**src/rtl/cskipa_pkg.sv**
```systemverilog
// Shared definitions for the 12-bit carry-skip adder datapath.
//
// Contents:
//   CSKIPA_WIDTH      adder operand/sum width
//   CSKIPA_RES_DEPTH  default depth of the result capture FIFO
//   cskipa_res_t      packed result word {cout, sum}; with the macro
//                     CSKIPA_RESULT_PARITY_EN defined, an even-parity bit
//                     'par' sits above cout.
package cskipa_pkg;

  localparam int unsigned CSKIPA_WIDTH     = 12;
  localparam int unsigned CSKIPA_RES_DEPTH = 4;

  typedef struct packed {
`ifdef CSKIPA_RESULT_PARITY_EN
    logic                    par;
`endif
    logic                    cout;
    logic [CSKIPA_WIDTH-1:0] sum;
  } cskipa_res_t;

endpackage

```
**src/rtl/cskipa_res_mem.sv**
```systemverilog
// Result storage for cskipa_result_fifo: DEPTH x ENTRY_W register array
// with one synchronous write port and one asynchronous read port.
// Storage is deliberately not reset.
//
// Ports:
//   clk    in   clock, writes on rising edge
//   we     in   write enable
//   waddr  in   write address
//   wdata  in   write data
//   raddr  in   read address
//   rdata  out  read data (combinational from raddr)
module cskipa_res_mem
  import cskipa_pkg::*;
#(
  parameter int unsigned DEPTH   = CSKIPA_RES_DEPTH,
  parameter int unsigned ENTRY_W = CSKIPA_WIDTH + 1,
  localparam int unsigned AW     = $clog2(DEPTH)
) (
  input  logic               clk,
  input  logic               we,
  input  logic [AW-1:0]      waddr,
  input  logic [ENTRY_W-1:0] wdata,
  input  logic [AW-1:0]      raddr,
  output logic [ENTRY_W-1:0] rdata
);

  logic [ENTRY_W-1:0] mem [DEPTH];

  always_ff @(posedge clk) begin
    if (we) begin
      mem[waddr] <= wdata;
    end
  end

  assign rdata = mem[raddr];

endmodule

```
**src/rtl/cskipa_result_fifo.sv**
```systemverilog
// Capture stage for the carry-skip adder. Accepts {cout, sum} results
// under valid/ready, buffers them in a circular FIFO and presents them in
// order to a possibly stalling consumer. Keeps a saturating count of
// accepted results with cout=1.
//
// Optional feature macro: CSKIPA_RESULT_PARITY_EN adds an even-parity bit
// per entry and the o_parity_err output.
//
// Ports:
//   clk          in   clock
//   rst          in   asynchronous active-high reset
//   i_valid      in   upstream result valid
//   i_sum        in   adder sum
//   i_cout       in   adder carry-out
//   o_ready      out  space available (count < DEPTH)
//   o_valid      out  head entry present (count != 0)
//   o_result     out  head entry {cout, sum}
//   i_ready      in   consumer takes head this cycle
//   i_cnt_clr    in   synchronous clear of carry counter
//   o_carry_cnt  out  saturating count of pushes with cout=1
//   o_count      out  occupancy
//   o_parity_err out  head parity mismatch (macro only)
module cskipa_result_fifo
  import cskipa_pkg::*;
#(
  parameter int unsigned WIDTH = CSKIPA_WIDTH,
  parameter int unsigned DEPTH = CSKIPA_RES_DEPTH,
  parameter int unsigned CNT_W = 8
) (
  input  logic                     clk,
  input  logic                     rst,
  input  logic                     i_valid,
  input  logic [WIDTH-1:0]         i_sum,
  input  logic                     i_cout,
  output logic                     o_ready,
  output logic                     o_valid,
  output logic [WIDTH:0]           o_result,
  input  logic                     i_ready,
  input  logic                     i_cnt_clr,
  output logic [CNT_W-1:0]         o_carry_cnt,
`ifdef CSKIPA_RESULT_PARITY_EN
  output logic                     o_parity_err,
`endif
  output logic [$clog2(DEPTH):0]   o_count
);

  localparam int unsigned AW = $clog2(DEPTH);
  localparam int unsigned CW = AW + 1;
`ifdef CSKIPA_RESULT_PARITY_EN
  localparam int unsigned ENTRY_W = WIDTH + 2;
`else
  localparam int unsigned ENTRY_W = WIDTH + 1;
`endif

  logic [AW-1:0]      wr_ptr;
  logic [AW-1:0]      rd_ptr;
  logic [CW-1:0]      count;
  logic [CNT_W-1:0]   carry_cnt;
  logic               push;
  logic               pop;
  logic [ENTRY_W-1:0] wdata;
  logic [ENTRY_W-1:0] rdata;

  // Flags come from the occupancy register only, so there is no
  // combinational path from i_valid/i_ready to o_ready/o_valid.
  assign o_ready = (count != CW'(DEPTH));
  assign o_valid = (count != '0);

  assign push = i_valid && o_ready;
  assign pop  = o_valid && i_ready;

`ifdef CSKIPA_RESULT_PARITY_EN
  assign wdata        = {^{i_cout, i_sum}, i_cout, i_sum};
  assign o_parity_err = o_valid && ((^rdata[WIDTH:0]) != rdata[WIDTH+1]);
`else
  assign wdata        = {i_cout, i_sum};
`endif

  assign o_result    = rdata[WIDTH:0];
  assign o_count     = count;
  assign o_carry_cnt = carry_cnt;

  cskipa_res_mem #(
    .DEPTH   (DEPTH),
    .ENTRY_W (ENTRY_W)
  ) u_mem (
    .clk   (clk),
    .we    (push),
    .waddr (wr_ptr),
    .wdata (wdata),
    .raddr (rd_ptr),
    .rdata (rdata)
  );

  always_ff @(posedge clk or posedge rst) begin
    if (rst) begin
      wr_ptr <= '0;
      rd_ptr <= '0;
      count  <= '0;
    end else begin
      if (push) begin
        wr_ptr <= wr_ptr + AW'(1);
      end
      if (pop) begin
        rd_ptr <= rd_ptr + AW'(1);
      end
      case ({push, pop})
        2'b10:   count <= count + CW'(1);
        2'b01:   count <= count - CW'(1);
        default: count <= count;
      endcase
    end
  end

  always_ff @(posedge clk or posedge rst) begin
    if (rst) begin
      carry_cnt <= '0;
    end else if (i_cnt_clr) begin
      carry_cnt <= '0;
    end else if (push && i_cout && (carry_cnt != '1)) begin
      carry_cnt <= carry_cnt + CNT_W'(1);
    end
  end

endmodule

```
**config.mk**
```make
export PLATFORM = sky130hd
export DESIGN_NAME = cskipa_result_fifo
export DESIGN_NICKNAME = d
export VERILOG_FILES = /design/src/rtl/cskipa_pkg.sv /design/src/rtl/cskipa_res_mem.sv /design/src/rtl/cskipa_result_fifo.sv
export SDC_FILE = /design/constraint.sdc
export NUM_CORES = 1
export LEC_CHECK = 0
export BUFFER_PORTS_ARGS = -buffer_cell sky130_fd_sc_hd__buf_2
export CORE_MARGIN = 5
export CORE_UTILIZATION = 47
export CTS_CLUSTER_DIAMETER = 80
export DETAILED_ROUTE_END_ITERATION = 8
export GPL_ROUTABILITY_DRIVEN = 0
export PLACE_DENSITY = 0.74
export REMOVE_ABC_BUFFERS = 1
export SLEW_MARGIN = 5
export SYNTH_ARGS = -nofsm -noshare
export SYNTH_HDL_FRONTEND = slang
export SYNTH_HIERARCHICAL = 1
export SYNTH_SLANG_ARGS = --single-unit
export TNS_END_PERCENT = 20
```
**constraint.sdc**
```tcl
create_clock -name clk -period 3.8 [get_ports clk]
set_input_delay 0.19 -clock clk [delete_from_list [all_inputs] [get_ports clk]]
set_output_delay 0.19 -clock clk [all_outputs]
set_load 0.02 [all_outputs]
```
==> results of run 1 <==
==> layer usage <==
metal	vias up	GRT usage (%)	routed length, um
li1	681	-	-
met1	724	18.5	2060
met2	49	21.5	2300
met3	9	4.18	306
met4	0	6.37	60
met5	-	0	0
==> cell usage in the layout, fill, tap and decap left out, types with 2 or more instances in the layout <==
master / count
a21oi_1: 4
a311oi_1: 2
and3_1: 2
and3b_1: 2
buf_2: 43
bufinv_16: 2
clkbuf_1: 2
clkbuf_8: 9
dfrtp_1: 15
edfxtp_1: 52
ha_1: 2
inv_1: 6
mux2i_1: 2
mux4_1: 3
mux4_2: 10
nand2_1: 5
nand3_1: 3
nor2_1: 7
nor2b_1: 2
xnor2_1: 6
xor2_1: 3
==> logic make-up after synthesis <==
| group | after synthesis | synth area share, % |
|---|---|---|
| flops | 67 | 70.5 |
| mux | 15 | 11.8 |
| compound gates | 12 | 4.42 |
| fa+ha+maj | 3 | 1.64 |
| xor+xnor | 9 | 2.87 |
| buf+inv | 9 | 1.55 |
| simple gates | 32 | 7.20 |
==> final cells by class <==
class	instances	area, um^2
fillers	450	2350
clock buffers	11	131
flip-flops and latches	67	1940
multi-input cells	71	772
inverters	6	22.5
clock inverters	5	77.6
well taps	72	90.1
repair buffers	44	225
==> worst max path at each step <==
| stage | start | to | slack [ns] | cells past startpoint |
|---|---|---|---|---|
| 6_report | rd_ptr[0]$_DFFE_PP0P_ | o_result[12] | 1.53 | 2 |
| 5_1_grt | rd_ptr[0]$_DFFE_PP0P_ | o_result[12] | 1.36 | 2 |
| 4_1_cts | rd_ptr[0]$_DFFE_PP0P_ | o_result[12] | 1.48 | 2 |
| 3_5_place_dp | o_count[2]$_DFFE_PP0P_ | u_mem/mem[0][7]$_DFFE_PP_ | 1.56 | 5 |
| 3_3_place_gp | o_count[0]$_DFFE_PP0P_ | o_count[2]$_DFFE_PP0P_ | 1.66 | 9 |
| 2_1_floorplan | o_count[2]$_DFFE_PP0P_ | u_mem/mem[0][0]$_DFFE_PP_ | 1.26 | 5 |
==> stage by stage <==
| stage | util [%] | instance area (um^2) | setup WS [ns] | instances | power [mW] |
|---|---|---|---|---|---|
| floorplan | - | 2730 | 1.26 | 144 | 1.58 |
| global placement | 54.1 | 3040 | 1.66 | 259 | 1.80 |
| CTS | 58.1 | 3260 | 1.48 | 276 | 2.44 |
| global route | 58.1 | 3260 | 1.36 | 276 | 2.54 |
| detailed placement | 54.1 | 3040 | 1.56 | 259 | 1.82 |
| finish | 58.1 | 3260 | 1.53 | 276 | 2.40 |
==> power by group through the flow <==
| stage | clock, mW | sequential [mW] | combinational [mW] |
|---|---|---|---|
| after global routing | 0.668 | 1.13 | 0.748 |
| after detailed placement | 0 | 1.12 | 0.696 |
| after CTS | 0.630 | 1.10 | 0.703 |
| after global placement | 0 | 1.11 | 0.696 |
| after floorplan | 0 | 1.10 | 0.486 |
| final | 0.614 | 1.10 | 0.689 |
==> state kept, by name (all words and copies together), names as in the netlist <==
register     count
rd_ptr           2
o_carry_cnt      8
wr_ptr           2
o_count          3
u_mem/mem       52
==> what timing repair did <==
item,CTS,global route
hold buffers,1,0
endpoints found under the hold margin,15,0
endpoints found under the setup margin,0,0
==> impl_metrics.py, run 1 <==
metrics = {
    "power_and_ir_drop": {
        "powerDensity_nw_per_um2": 737,
        "p_leak_nw": 1.25,
        "seq_power_share_pct": 45.7,
        "p_clk_share_pct": 25.6,
        "p_sw_share_pct": 31.7,
        "p_comb_share_pct": 28.7,
        "p_int_mw": 1.64,
        "vdd_drop_max_mv": 0.556,
        "p_sw_mw": 0.761,
    },
    "routing": {
        "drt_iter0_drc": 72,
        "drc_errors": 0,
        "ant_nets": 0,
        "routed_wl_mm": 4.73,
        "viasPerCell": 5.30,
        "routed-via-count": 1463,
        "drt_pass1_iterations": 4,
        "post_drt_wl_per_cell_um": 17.1,
    },
    "final_layout": {
        "fin_nets": 220,
        "drive_gt1_share_pct": 36.8,
        "diodes": 0,
        "syn_to_final_growth_pct": 18.5,
    },
    "grt": {
        "grt_first_pass_wirelength_mm": 7.80,
        "grt_usage_pct": 14.0,
        "grt_max_degree": 16,
        "overflow": 0,
        "antenna_found_initial": 0,
        "grt_pass1_vias": 1497,
    },
    "hold_path": {
        "hp-start": "i_sum[10]",
        "min_path_cells": 1,
        "hold_end": "u_mem/mem[2][10]$_DFFE_PP_",
        "hold_class": "in -> reg",
    },
    "critical_path": {
        "reg2reg_setup_slack_ns": 1.60,
        "slowest_stage": "dfrtp_1",
        "crit_arrival_ns": 2.08,
        "cp_max_fo": 15,
        "endpoint_kind": "primary output",
        "reg2regPathDepth": 9,
        "reg2reg_from": "o_count[1]$_DFFE_PP0P_",
        "cpPeakStageDelay_ns": 0.92,
        "crit_path_start_kind": "flop",
        "reg2reg_to": "o_count[2]$_DFFE_PP0P_",
        "crit_required_ns": 3.61,
        "cp_cell_sequence": "mux4_1 -> buf_2",
        "cp_num_buf_inv": 1,
        "cp_top_family": "flip-flops",
        "critPathKind": "reg -> out",
    },
    "floorplan": {
        "io_pins": 44,
        "rows": 27,
        "core_um2": 5610,
        "die_y_um": 86.4,
        "initial_utilization_pct": 49.0,
        "dieArea_um2": 7470,
        "dieWidth_um": 86.4,
    },
    "yosys": {
        "synth_edf_count": 52,
        "yosysTopAreaCell": "edfxtp_1",
        "synth_top_flop_cell": "edfxtp_1",
        "syn_area_um2": 2750,
        "ys_async_sr_fraction_pct": 22.4,
        "syn_avg_cell_area_um2": 18.7,
        "synth_common_cells": "edfxtp_1 (52), dfrtp_1 (15), mux4_2 (10)",
        "synth_most_common_cell": "edfxtp_1",
        "synth_seq_cells": 67,
        "ys_top_cells_by_area": "edfxtp_1 (57%), dfrtp_1 (14%), mux4_2 (8.2%)",
        "ys_seq_area_share_pct": 70.5,
        "yosysWarnings": 6,
        "synthCells": 147,
        "yosysTopAreaCellShare_pct": 56.9,
        "synth_cell_type_count": 38,
    },
    "sta": {
        "finalSetupViolations": 0,
        "maxSlewHeadroom_pct": 26.9,
        "finalCritPeriodShare_pct": 59.6,
        "whs_ns": 0.0749,
        "finalMaxSlewViolations": 0,
        "period_minus_slack_ns": 2.27,
        "worst_pin_slew_ns": 1.09,
        "rsz0062_at_grt": "false",
        "clock_skew_ns": 0.00977,
        "fmax_mhz": 441,
        "hold_viol": 0,
        "finalSetupTns_ns": 0,
    },
    "outcome": {
        "status": "finished clean",
    },
    "clocking": {
        "cts_tree": "built",
        "insertion_delay_ns": 0.32,
        "htree_levels": 3,
        "post_cts_resized": 0,
        "post_cts_buffers": 0,
        "cts_buffers": 9,
        "clkTransAtPathRegs_ns": 0.07,
        "cts-root-buf": "clkbuf_8",
        "cts_sinks": 67,
        "clk_path_buf_depth": 2,
    },
    "placed_design": {
        "hpwlAfterDp_mm": 3.19,
        "io_buffers": 43,
    },
    "flow_run": {
        "maxCapViolCount": 0,
    },
}
Note: power is estimated with default switching activity, not from simulation.
==> run 2: changes to the inputs <==
- ABC_AREA: not set -> 1
- PLACE_DENSITY: 0.74 -> 0.73
- clock period: 3.8 -> 2.3 ns (I/O delays scaled with it)
==> run 2 against run 1 <==
First-iteration DRC count is 25% higher. Largest cell class unchanged. Final cell count is 69% higher. Synthesized cell count is 120% higher. Combinational power is 150% higher. Global-route usage is 1.1 points higher. Critical path type is now reg -> reg.
==> impl_metrics.py, run 2 <==
metrics = {
    "clocking": {
        "insertion_delay_ns": 0.33,
        "post_cts_resized": 0,
        "clk_path_buf_depth": 2,
        "cts-root-buf": "clkbuf_8",
        "clkTransAtPathRegs_ns": 0.07,
        "cts_sinks": 67,
        "cts_buffers": 9,
        "htree_levels": 3,
        "cts_hold_buf": 11,
        "cts_tree": "built",
        "post_cts_buffers": 0,
    },
    "grt": {
        "overflow": 0,
        "grt_pass1_vias": 2243,
        "grt_first_pass_wirelength_mm": 10.0,
        "antenna_found_initial": 0,
        "grt_usage_pct": 15.1,
        "grt_max_degree": 29,
    },
    "critical_path": {
        "crit_path_start_kind": "flop",
        "reg2regPathDepth": 9,
        "crit_required_ns": 2.51,
        "critPathKind": "reg -> reg",
        "reg2reg_from": "o_count[1]$_DFFE_PP0P_",
        "reg2reg_setup_slack_ns": 0.27,
        "cp_max_fo": 4,
        "endpoint_kind": "flop",
        "reg2reg_to": "o_count[2]$_DFFE_PP0P_",
        "crit_arrival_ns": 2.24,
    },
    "final_layout": {
        "final_cell_mix": "nand2_1 (84), inv_1 (68), edfxtp_1 (52)",
        "drive_gt1_share_pct": 22.9,
        "final_common_cell": "nand2_1",
        "largest_reg_flops": 52,
        "fin_nets": 405,
        "top_register": "u_mem/mem",
        "diodes": 0,
        "layoutNonFillerInstCount": 466,
        "fin_area_um2": 3760,
        "syn_to_final_growth_pct": 19.2,
    },
    "yosys": {
        "ys_top_cells_by_area": "edfxtp_1 (50%), dfrtp_1 (12%), nand2_1 (10%)",
        "synthCells": 321,
        "yosysTopAreaCell": "edfxtp_1",
        "yosysTopAreaCellShare_pct": 49.5,
        "synth_top_flop_cell": "edfxtp_1",
        "ys_async_sr_fraction_pct": 22.4,
        "syn_area_um2": 3150,
        "syn_avg_cell_area_um2": 9.82,
        "synth_common_cells": "nand2_1 (84), inv_1 (68), edfxtp_1 (52)",
        "synth_most_common_cell": "nand2_1",
        "synth_cell_type_count": 30,
        "synth_edf_count": 52,
        "yosysWarnings": 6,
        "synth_seq_cells": 67,
        "ys_seq_area_share_pct": 61.4,
    },
    "placed_design": {
        "dp.cells": 439,
        "place_area_um2": 3460,
        "io_buffers": 43,
        "dp_slack_ns": 0.281,
        "hpwlAfterDp_mm": 3.94,
    },
    "sta": {
        "setup_slack_ns": 0.274,
        "worst_pin_slew_ns": 0.603,
        "period_minus_slack_ns": 2.03,
        "clock_skew_ns": 0.00624,
        "hold_viol": 0,
        "finalSetupTns_ns": 0,
        "rsz0062_at_grt": "false",
        "fmax_mhz": 494,
        "maxSlewHeadroom_pct": 59.7,
        "finalCritPeriodShare_pct": 88.1,
        "finalSetupViolations": 0,
        "finalMaxSlewViolations": 0,
    },
    "floorplan": {
        "rows": 29,
        "die_y_um": 91.9,
        "dieWidth_um": 91.9,
        "initial_utilization_pct": 49.1,
        "core_um2": 6420,
        "io_pins": 44,
        "dieArea_um2": 8450,
    },
    "hold_path": {
        "hold_class": "in -> reg",
        "min_path_cells": 1,
        "hold_end": "u_mem/mem[1][5]$_DFFE_PP_",
        "hp-start": "i_sum[5]",
    },
    "routing": {
        "drt_iter0_drc": 90,
        "drc_errors": 0,
        "ant_nets": 0,
        "routed-via-count": 2238,
        "viasPerCell": 4.80,
        "drt_pass1_iterations": 4,
        "post_drt_wl_per_cell_um": 12.7,
        "routed_wl_mm": 5.94,
    },
    "power_and_ir_drop": {
        "powerDensity_nw_per_um2": 1140,
        "vdd_drop_max_mv": 0.812,
        "p_leak_nw": 1.80,
    },
    "flow_run": {
        "maxCapViolCount": 0,
    },
    "outcome": {
        "status": "finished clean",
    },
}
run 2: worst max path at each step:
stage | endpoint | slack [ns] | from | depth (start not counted)
5_1_grt | o_count[2]$_DFFE_PP0P_ | 0.12 | o_count[1]$_DFFE_PP0P_ | 9
4_1_cts | o_count[2]$_DFFE_PP0P_ | 0.27 | o_count[1]$_DFFE_PP0P_ | 9
6_report | o_count[2]$_DFFE_PP0P_ | 0.27 | o_count[1]$_DFFE_PP0P_ | 9
3_5_place_dp | o_count[2]$_DFFE_PP0P_ | 0.28 | o_count[1]$_DFFE_PP0P_ | 9
2_1_floorplan | u_mem/mem[0][0]$_DFFE_PP_ | 0.07 | o_count[0]$_DFFE_PP0P_ | 4
3_3_place_gp | o_count[2]$_DFFE_PP0P_ | 0.36 | o_count[1]$_DFFE_PP0P_ | 9
run 2: cell type report:
class | instances | area [um^2]
timing repair buffer | 60 | 370
clock buffer | 10 | 128
sequential | 67 | 1940
fill | 530 | 2670
multi-input combinational | 175 | 898
clock inverter | 6 | 56.3
inverter | 71 | 272
tap | 77 | 96.3
run 2: cell families after synthesis:
| family | Yosys count | share of synthesized area, % |
|---|---|---|
| simple gates | 158 | 22.9 |
| buf+inv | 79 | 10.7 |
| flops | 67 | 61.4 |
| compound gates | 8 | 1.83 |
| xor+xnor | 6 | 1.67 |
| fa+ha+maj | 3 | 1.43 |
run 2: power by group:
group	switching [mW]	leakage (nW)	internal, mW
Combinational	1.16	1.03	0.545
Sequential	0.124	0.669	1.58
Clock	0.403	0.0935	0.491
run 2: routing by layer:
layer	share of wire, %	up-vias	track usage [%]
met5	0	-	0
met4	0.64	0	4.83
met3	5.1	4	4.99
met2	51	54	26.6
met1	44	1048	17.5
li1	-	1132	-
run 2: worst max-delay path: stages (launching register included):
cell and delay (ns):
dfrtp_1 0.42, nor2_2 0.26, a21oi_4 0.12, inv_2 0.09
ha_1 0.14, inv_1 0.07, fa_1 0.38, a21oi_1 0.15
o21ai_0 0.12, xor2_1 0.16
run 2: metrics by stage:
step	power [mW]	hold slack, ns	util, %
floorplan	2.84	0.0165	-
global placement	3.38	0.200	53.9
detailed placement	3.44	0.210	53.9
CTS	4.37	0.00185	58.5
global route	4.61	0.00900	58.5
finish	4.30	0.0138	58.5
